--- src/rtl/cheshire_regbus_demux_tmo.sv ---
// Regbus demux with one transaction in flight: start/end rule decode, error on miss,
// optional peripheral timeout enabled by CHESHIRE_REGBUS_DEMUX_TIMEOUT_EN.

module cheshire_regbus_demux_rule #(
    parameter int unsigned AddrWidth = 48
) (
    input  logic [AddrWidth-1:0] addr,
    input  logic [AddrWidth-1:0] start_addr,
    input  logic [AddrWidth-1:0] end_addr,
    output logic                 match
);
    // An empty or inverted window never matches.
    assign match = (start_addr < end_addr) && (addr >= start_addr) && (addr < end_addr);
endmodule

module cheshire_regbus_demux_tmo #(
    parameter int unsigned AddrWidth     = 48,
    parameter int unsigned DataWidth     = 32,
    parameter int unsigned NumOut        = 11,
    parameter int unsigned NumRules      = 11,
    parameter int unsigned TimeoutCycles = 1024,
    parameter logic [DataWidth-1:0] ErrData = 'hBADCAB1E,
    localparam int unsigned StrbWidth    = DataWidth / 8,
    localparam int unsigned IdxWidth     = (NumOut > 1) ? $clog2(NumOut) : 1
) (
    input  logic                          clk_i,
    input  logic                          rst_ni,
    input  logic [NumRules*AddrWidth-1:0] rule_start_i,
    input  logic [NumRules*AddrWidth-1:0] rule_end_i,
    input  logic [NumRules*IdxWidth-1:0]  rule_idx_i,
    input  logic                          in_valid_i,
    input  logic                          in_write_i,
    input  logic [AddrWidth-1:0]          in_addr_i,
    input  logic [DataWidth-1:0]          in_wdata_i,
    input  logic [StrbWidth-1:0]          in_wstrb_i,
    output logic                          in_ready_o,
    output logic [DataWidth-1:0]          in_rdata_o,
    output logic                          in_error_o,
    output logic [NumOut-1:0]             out_valid_o,
    output logic                          out_write_o,
    output logic [AddrWidth-1:0]          out_addr_o,
    output logic [DataWidth-1:0]          out_wdata_o,
    output logic [StrbWidth-1:0]          out_wstrb_o,
    input  logic [NumOut-1:0]             out_ready_i,
    input  logic [NumOut*DataWidth-1:0]   out_rdata_i,
    input  logic [NumOut-1:0]             out_error_i,
    output logic                          timeout_o
);

    localparam logic [1:0] StIdle = 2'd0;
    localparam logic [1:0] StFwd  = 2'd1;
    localparam logic [1:0] StResp = 2'd2;

    if (TimeoutCycles < 2) begin : g_tmo_check
        $error("TimeoutCycles must be at least 2");
    end

    logic [1:0]           state;
    logic [IdxWidth-1:0]  sel;
    logic [DataWidth-1:0] rdata_q;
    logic                 error_q;

    logic [NumRules-1:0]  rule_hit;
    logic                 dec_hit;
    logic [IdxWidth-1:0]  dec_idx;

    logic                 sel_ready;
    logic                 sel_error;
    logic [DataWidth-1:0] sel_rdata;
    logic                 tmo_hit;

    for (genvar r = 0; r < NumRules; r++) begin : g_rule
        cheshire_regbus_demux_rule #(
            .AddrWidth (AddrWidth)
        ) i_rule (
            .addr       (in_addr_i),
            .start_addr (rule_start_i[r*AddrWidth +: AddrWidth]),
            .end_addr   (rule_end_i[r*AddrWidth +: AddrWidth]),
            .match      (rule_hit[r])
        );
    end

    // Walk downwards so the lowest matching rule is the one left standing.
    always_comb begin
        dec_hit = 1'b0;
        dec_idx = '0;
        for (int r = NumRules - 1; r >= 0; r--) begin
            if (rule_hit[r]) begin
                dec_hit = 1'b1;
                dec_idx = rule_idx_i[r*IdxWidth +: IdxWidth];
            end
        end
        if (32'(dec_idx) >= NumOut) dec_hit = 1'b0;
    end

    always_comb begin
        sel_ready = out_ready_i[sel];
        sel_error = out_error_i[sel];
        sel_rdata = out_rdata_i[sel*DataWidth +: DataWidth];
    end

`ifdef CHESHIRE_REGBUS_DEMUX_TIMEOUT_EN
    localparam int unsigned CntWidth = $clog2(TimeoutCycles);

    logic [CntWidth-1:0] cnt;
    logic                tmo_q;

    // A ready in the limit cycle takes priority over the timeout.
    assign tmo_hit = (state == StFwd) && !sel_ready && (cnt == CntWidth'(TimeoutCycles - 1));

    always_ff @(posedge clk_i or negedge rst_ni) begin
        if (!rst_ni) begin
            cnt       <= '0;
            tmo_q     <= 1'b0;
            timeout_o <= 1'b0;
        end else begin
            timeout_o <= (state == StResp) && tmo_q;
            if (state == StIdle) begin
                cnt   <= '0;
                tmo_q <= 1'b0;
            end else if (state == StFwd) begin
                if (tmo_hit)         tmo_q <= 1'b1;
                else if (!sel_ready) cnt   <= cnt + CntWidth'(1);
            end
        end
    end
`else
    assign tmo_hit   = 1'b0;
    assign timeout_o = 1'b0;
`endif

    always_ff @(posedge clk_i or negedge rst_ni) begin
        if (!rst_ni) begin
            state       <= StIdle;
            sel         <= '0;
            rdata_q     <= '0;
            error_q     <= 1'b0;
            in_ready_o  <= 1'b0;
            in_rdata_o  <= '0;
            in_error_o  <= 1'b0;
            out_valid_o <= '0;
            out_write_o <= 1'b0;
            out_addr_o  <= '0;
            out_wdata_o <= '0;
            out_wstrb_o <= '0;
        end else begin
            in_ready_o <= 1'b0;
            case (state)
                StIdle: begin
                    // Skip the cycle where the previous response is still on the bus.
                    if (in_valid_i && !in_ready_o) begin
                        out_write_o <= in_write_i;
                        out_addr_o  <= in_addr_i;
                        out_wdata_o <= in_wdata_i;
                        out_wstrb_o <= in_wstrb_i;
                        sel         <= dec_idx;
                        if (dec_hit) begin
                            out_valid_o <= NumOut'(1) << dec_idx;
                            state       <= StFwd;
                        end else begin
                            rdata_q <= ErrData;
                            error_q <= 1'b1;
                            state   <= StResp;
                        end
                    end
                end
                StFwd: begin
                    if (sel_ready) begin
                        out_valid_o <= '0;
                        rdata_q     <= sel_rdata;
                        error_q     <= sel_error;
                        state       <= StResp;
                    end else if (tmo_hit) begin
                        out_valid_o <= '0;
                        rdata_q     <= ErrData;
                        error_q     <= 1'b1;
                        state       <= StResp;
                    end
                end
                StResp: begin
                    in_ready_o <= 1'b1;
                    in_error_o <= error_q;
                    in_rdata_o <= (out_write_o && !error_q) ? '0 : rdata_q;
                    state      <= StIdle;
                end
                default: state <= StIdle;
            endcase
        end
    end

endmodule
--- config.mk ---
export PLATFORM = sky130hd
export DESIGN_NAME = cheshire_regbus_demux_tmo
export DESIGN_NICKNAME = d
export VERILOG_FILES = /design/src/rtl/cheshire_regbus_demux_tmo.sv
export SDC_FILE = /design/constraint.sdc
export NUM_CORES = 2
export LEC_CHECK = 0
export CELL_PAD_IN_SITES_DETAIL_PLACEMENT = 0
export CELL_PAD_IN_SITES_GLOBAL_PLACEMENT = 1
export CORE_AREA = 2 2 668 670
export CTS_BUF_LIST = sky130_fd_sc_hd__clkbuf_4
export DETAILED_ROUTE_END_ITERATION = 7
export DIE_AREA = 0 0 670 672
export HOLD_SLACK_MARGIN = 0.08
export PLACE_DENSITY = 0.37
export SLEW_MARGIN = 10
export SYNTH_ARGS = -nofsm -noshare
export SYNTH_HDL_FRONTEND = slang
export SYNTH_SLANG_ARGS = --single-unit
--- constraint.sdc ---
create_clock -name clk_i -period 10.47 [get_ports clk_i]
set_clock_uncertainty 0.15 [all_clocks]
set_input_delay 1.047 -clock clk_i [delete_from_list [all_inputs] [get_ports clk_i]]
set_output_delay 1.047 -clock clk_i [all_outputs]
set_load 0.02 [all_outputs]
==> results.txt <==
largest net degree at the start of global routing -> 75
Final Max Slew Viols -> 2
clk_lat worst skew -> 0.75 ns
Post-synth ARST share -> 1.00
DIE HEIGHT -> 672 microns
CP endpoint -> rdata_q[30]
post-synthesis mux area share -> 0.0432
initial DRC count -> 3940
Critical Path End Type -> flop
Post-DP HPWL -> 405000 microns
Max Cap Violations -> 1
Synth Warn # -> 0
measured slew at the worst slew-check pin -> 1.53 ns
number of global-route vias before repair -> 55643
Max Freq -> 140 MHz
CP Max Fanout -> 35
Syn Inst Count -> 6045
Final #Nets -> 10902
R2R Path Start -> sel[0]
initial antenna violation count -> 456
post-route antenna net violation count -> 0
Hold Vio Cnt, Final -> 0
DR vias -> 55800
# DRC -> 0
number of synthesized flops with an enable pin -> 0
reg2reg end -> rdata_q[30]
H-tree lvl count -> 4
CTS clock-pin slew for the worst setup and hold paths -> 0.12 ns
post-CTS sizing -> 0
overall power -> 6.95 mW
GRT busiest layer -> met2
post-layout util -> 0.164
Synth Cell Area -> 47300 sq um
simple-gate portion of the synthesized area -> 0.157
post-CTS setup buffers -> 0
syn_nets -> 9169
Rows -> 245
Synth Flop Type -> dfrtp_1
Seq cells post-synth -> 169
mean area per synthesized cell -> 7.83 sq um
core region area -> 444000 sq um
hold crit path type -> reg -> reg
crit path kind -> in -> reg
met1 GRT Util -> 0.258
worst vdd ir -> 0.0000732 V
GR Util met2 -> 0.301
first-pass GRT wire length -> 572000 microns
CTS buffer count -> 25
Slew HR -> -0.0279
first-pass iteration count of the detailed router -> 5
flop2flop setup slack -> 5.79 ns
WP data required -> 10.95 ns
Synth cell types -> 91
main combinational cell family by area after synthesis -> adder cells
status -> finished with violations
Worst Path Arrival -> 7.63 ns
total die area -> 450000 sq um
Vias/cell -> 4.03
Final Cycle Share -> 0.683
Boundary Pins -> 1693
grt total ovfl -> 0
root buffer cell -> clkbuf_4
GRT Resource Usage Total -> 0.192
path depth of the worst reg2reg path -> 10
launch point of the worst path -> in_addr_i[12]
routed wire length -> 449000 microns
post-synthesis sequential area ratio -> 0.0894
I/O Buffers -> 1691
Die X -> 670 microns
crit path time final -> 7.15 ns
RSZ-0062 raised after global routing -> false
xor/xnor cell area share of the yosys netlist -> 0
Pleak -> 34.1 nW
Max clock buf depth -> 3
Cell Pwr Density -> 95.7 nW/um^2
element type at the critical path start -> input pin
Initial Util -> 0.107
adder-cell share of the synthesized area -> 0.413
violated checks -> max-capacitance violations, max-slew violations
Synth Area in Compound Gates -> 0.203
number of setup violations in the final report -> 0
GR Util met3 -> 0.0576
average wire per standard cell -> 32.4 microns
layout cell share with drive strength beyond 1 -> 0.0412
Post-CTS Hold Fix Bufs -> 1
Setup TNS -> 0 ns
Layout area overhead -> 53.5%
Routability Congestion -> 0.925
Num Clock Sinks -> 169
CTS tree -> yes
[power breakdown]
| group | switching [mW] | leakage, nW | internal [mW] |
|---|---|---|---|
| clock | 0.289 | 0.139 | 0.124 |
| sequential | 0.324 | 2.09 | 0.951 |
| combinational | 3.10 | 31.9 | 2.16 |
[cells in the mapped netlist (37+ instances only)]
cell type	n	area, sq um
dfrtp_1	169	4230
nand4_1	249	1560
a21o_1	185	1390
o211ai_1	57	428
ha_1	1562	19500
nor3_1	91	455
a21oi_1	522	2610
a2111oi_0	37	324
clkbuf_1	70	263
nor2_1	192	721
a211oi_1	91	683
nand2_1	588	2210
o21ai_0	304	1520
nor4_1	49	307
nand3_1	138	691
nand2b_1	42	263
and4_1	40	350
mux4_2	68	1530
inv_1	1082	4060
[registers in the layout, indices dropped and copies added, names as in the netlist]
signal / cells
out_addr_o: 48
in_rdata_o: 32
out_wdata_o: 32
rdata_q: 32
out_valid_o: 11
out_wstrb_o: 4
sel: 4
state: 2
error_q: 1
in_error_o: 1
in_ready_o: 1
out_write_o: 1
[routing by layer]
layer,routed length [microns],up-vias
met4,10700,188
li1,-,25736
met5,1210,-
met3,35300,674
met1,207000,26996
met2,196000,2206
[how the worst min path moves through the flow]
stage | startpoint | to | slack (ns) | cells past startpoint
finish | out_wdata_o[16] | out_wdata_o[16] | 0.34 | 2
detailed placement | out_addr_o[35] | out_addr_o[35] | 0.31 | 2
floorplan | rdata_q[30] | in_rdata_o[30] | 0.33 | 1
CTS | out_wdata_o[16] | out_wdata_o[16] | 0.35 | 2
global placement | out_wdata_o[31] | out_wdata_o[31] | 0.31 | 2
global route | out_addr_o[36] | out_addr_o[36] | 0.37 | 2
[layout make-up]
cell class,instances,area (sq um)
fill,50240,371000
clock inverter,6,33.8
clock buffer,27,203
antenna,142,355
multi-input combinational,4699,38700
timing repair buffer,1801,17600
tap,5928,7420
sequential,169,4240
inverter,1082,4060
[cells by family after synthesis]
family	count (synthesis)
multiplexers	115
adder cells (fa/ha/maj)	1562
buffers and inverters	1177
flip-flops	169
other	1
AO/OA/AOI/OAI	1507
AND/OR/NAND/NOR	1514
[metrics by stage]
| step | std cells | setup WS, ns | instance area [sq um] | hold WS (ns) |
|---|---|---|---|---|
| 3_3_place_gp | 13674 | 1.92 | 71900 | 0.310 |
| 3_5_place_dp | 13678 | 2.62 | 72000 | 0.314 |
| 2_1_floorplan | 6045 | 5.63 | 47300 | 0.329 |
| 6_report | 13854 | 3.32 | 72600 | 0.344 |
| 4_1_cts | 13712 | 3.41 | 72300 | 0.347 |
| 5_1_grt | 13763 | 3.03 | 72400 | 0.367 |
[cells in the final DEF, fill, tap and decap left out, types with 33 or more instances in the layout]
cell type        Yosys  final
a22o_1              33     33
o211ai_1            57     57
a2111oi_0           37     35
o21ai_0            304    298
a221oi_1            36     34
a21o_1             185    185
inv_1             1082   1081
mux4_2              68     68
nand3_1            138    138
dfrtp_1            169    166
ha_1              1562   1562
nor2_1             192    191
a21oi_1            522    520
mux2i_1             36     36
nand2_1            588    587
nand2b_1            42     42
nand4_1            249    249
a211oi_1            91     90
and4_1              40     40
diode_2              0    142
buf_2                4     39
clkdlybuf4s50_1      0   1642
nor4_1              49     47
buf_4                3    112
nor3_1              91     89
o21a_1              35     35
[critical path: stages]
cell       delay [ns]
buf_2            0.64
buf_4            0.38
ha_1             0.28
o21a_1           0.17
o21ai_0          1.15
a21oi_1          0.22
buf_4            0.26
a2111oi_0        0.39
a22oi_1          0.17
buf_4            0.22
and2_1           0.18
o31ai_1          0.41
a311oi_1         0.20
o21ai_2          0.45
o21ai_4          0.14
a21oi_4          0.93
a311o_1          0.29
(Power assumes the default switching activity.)
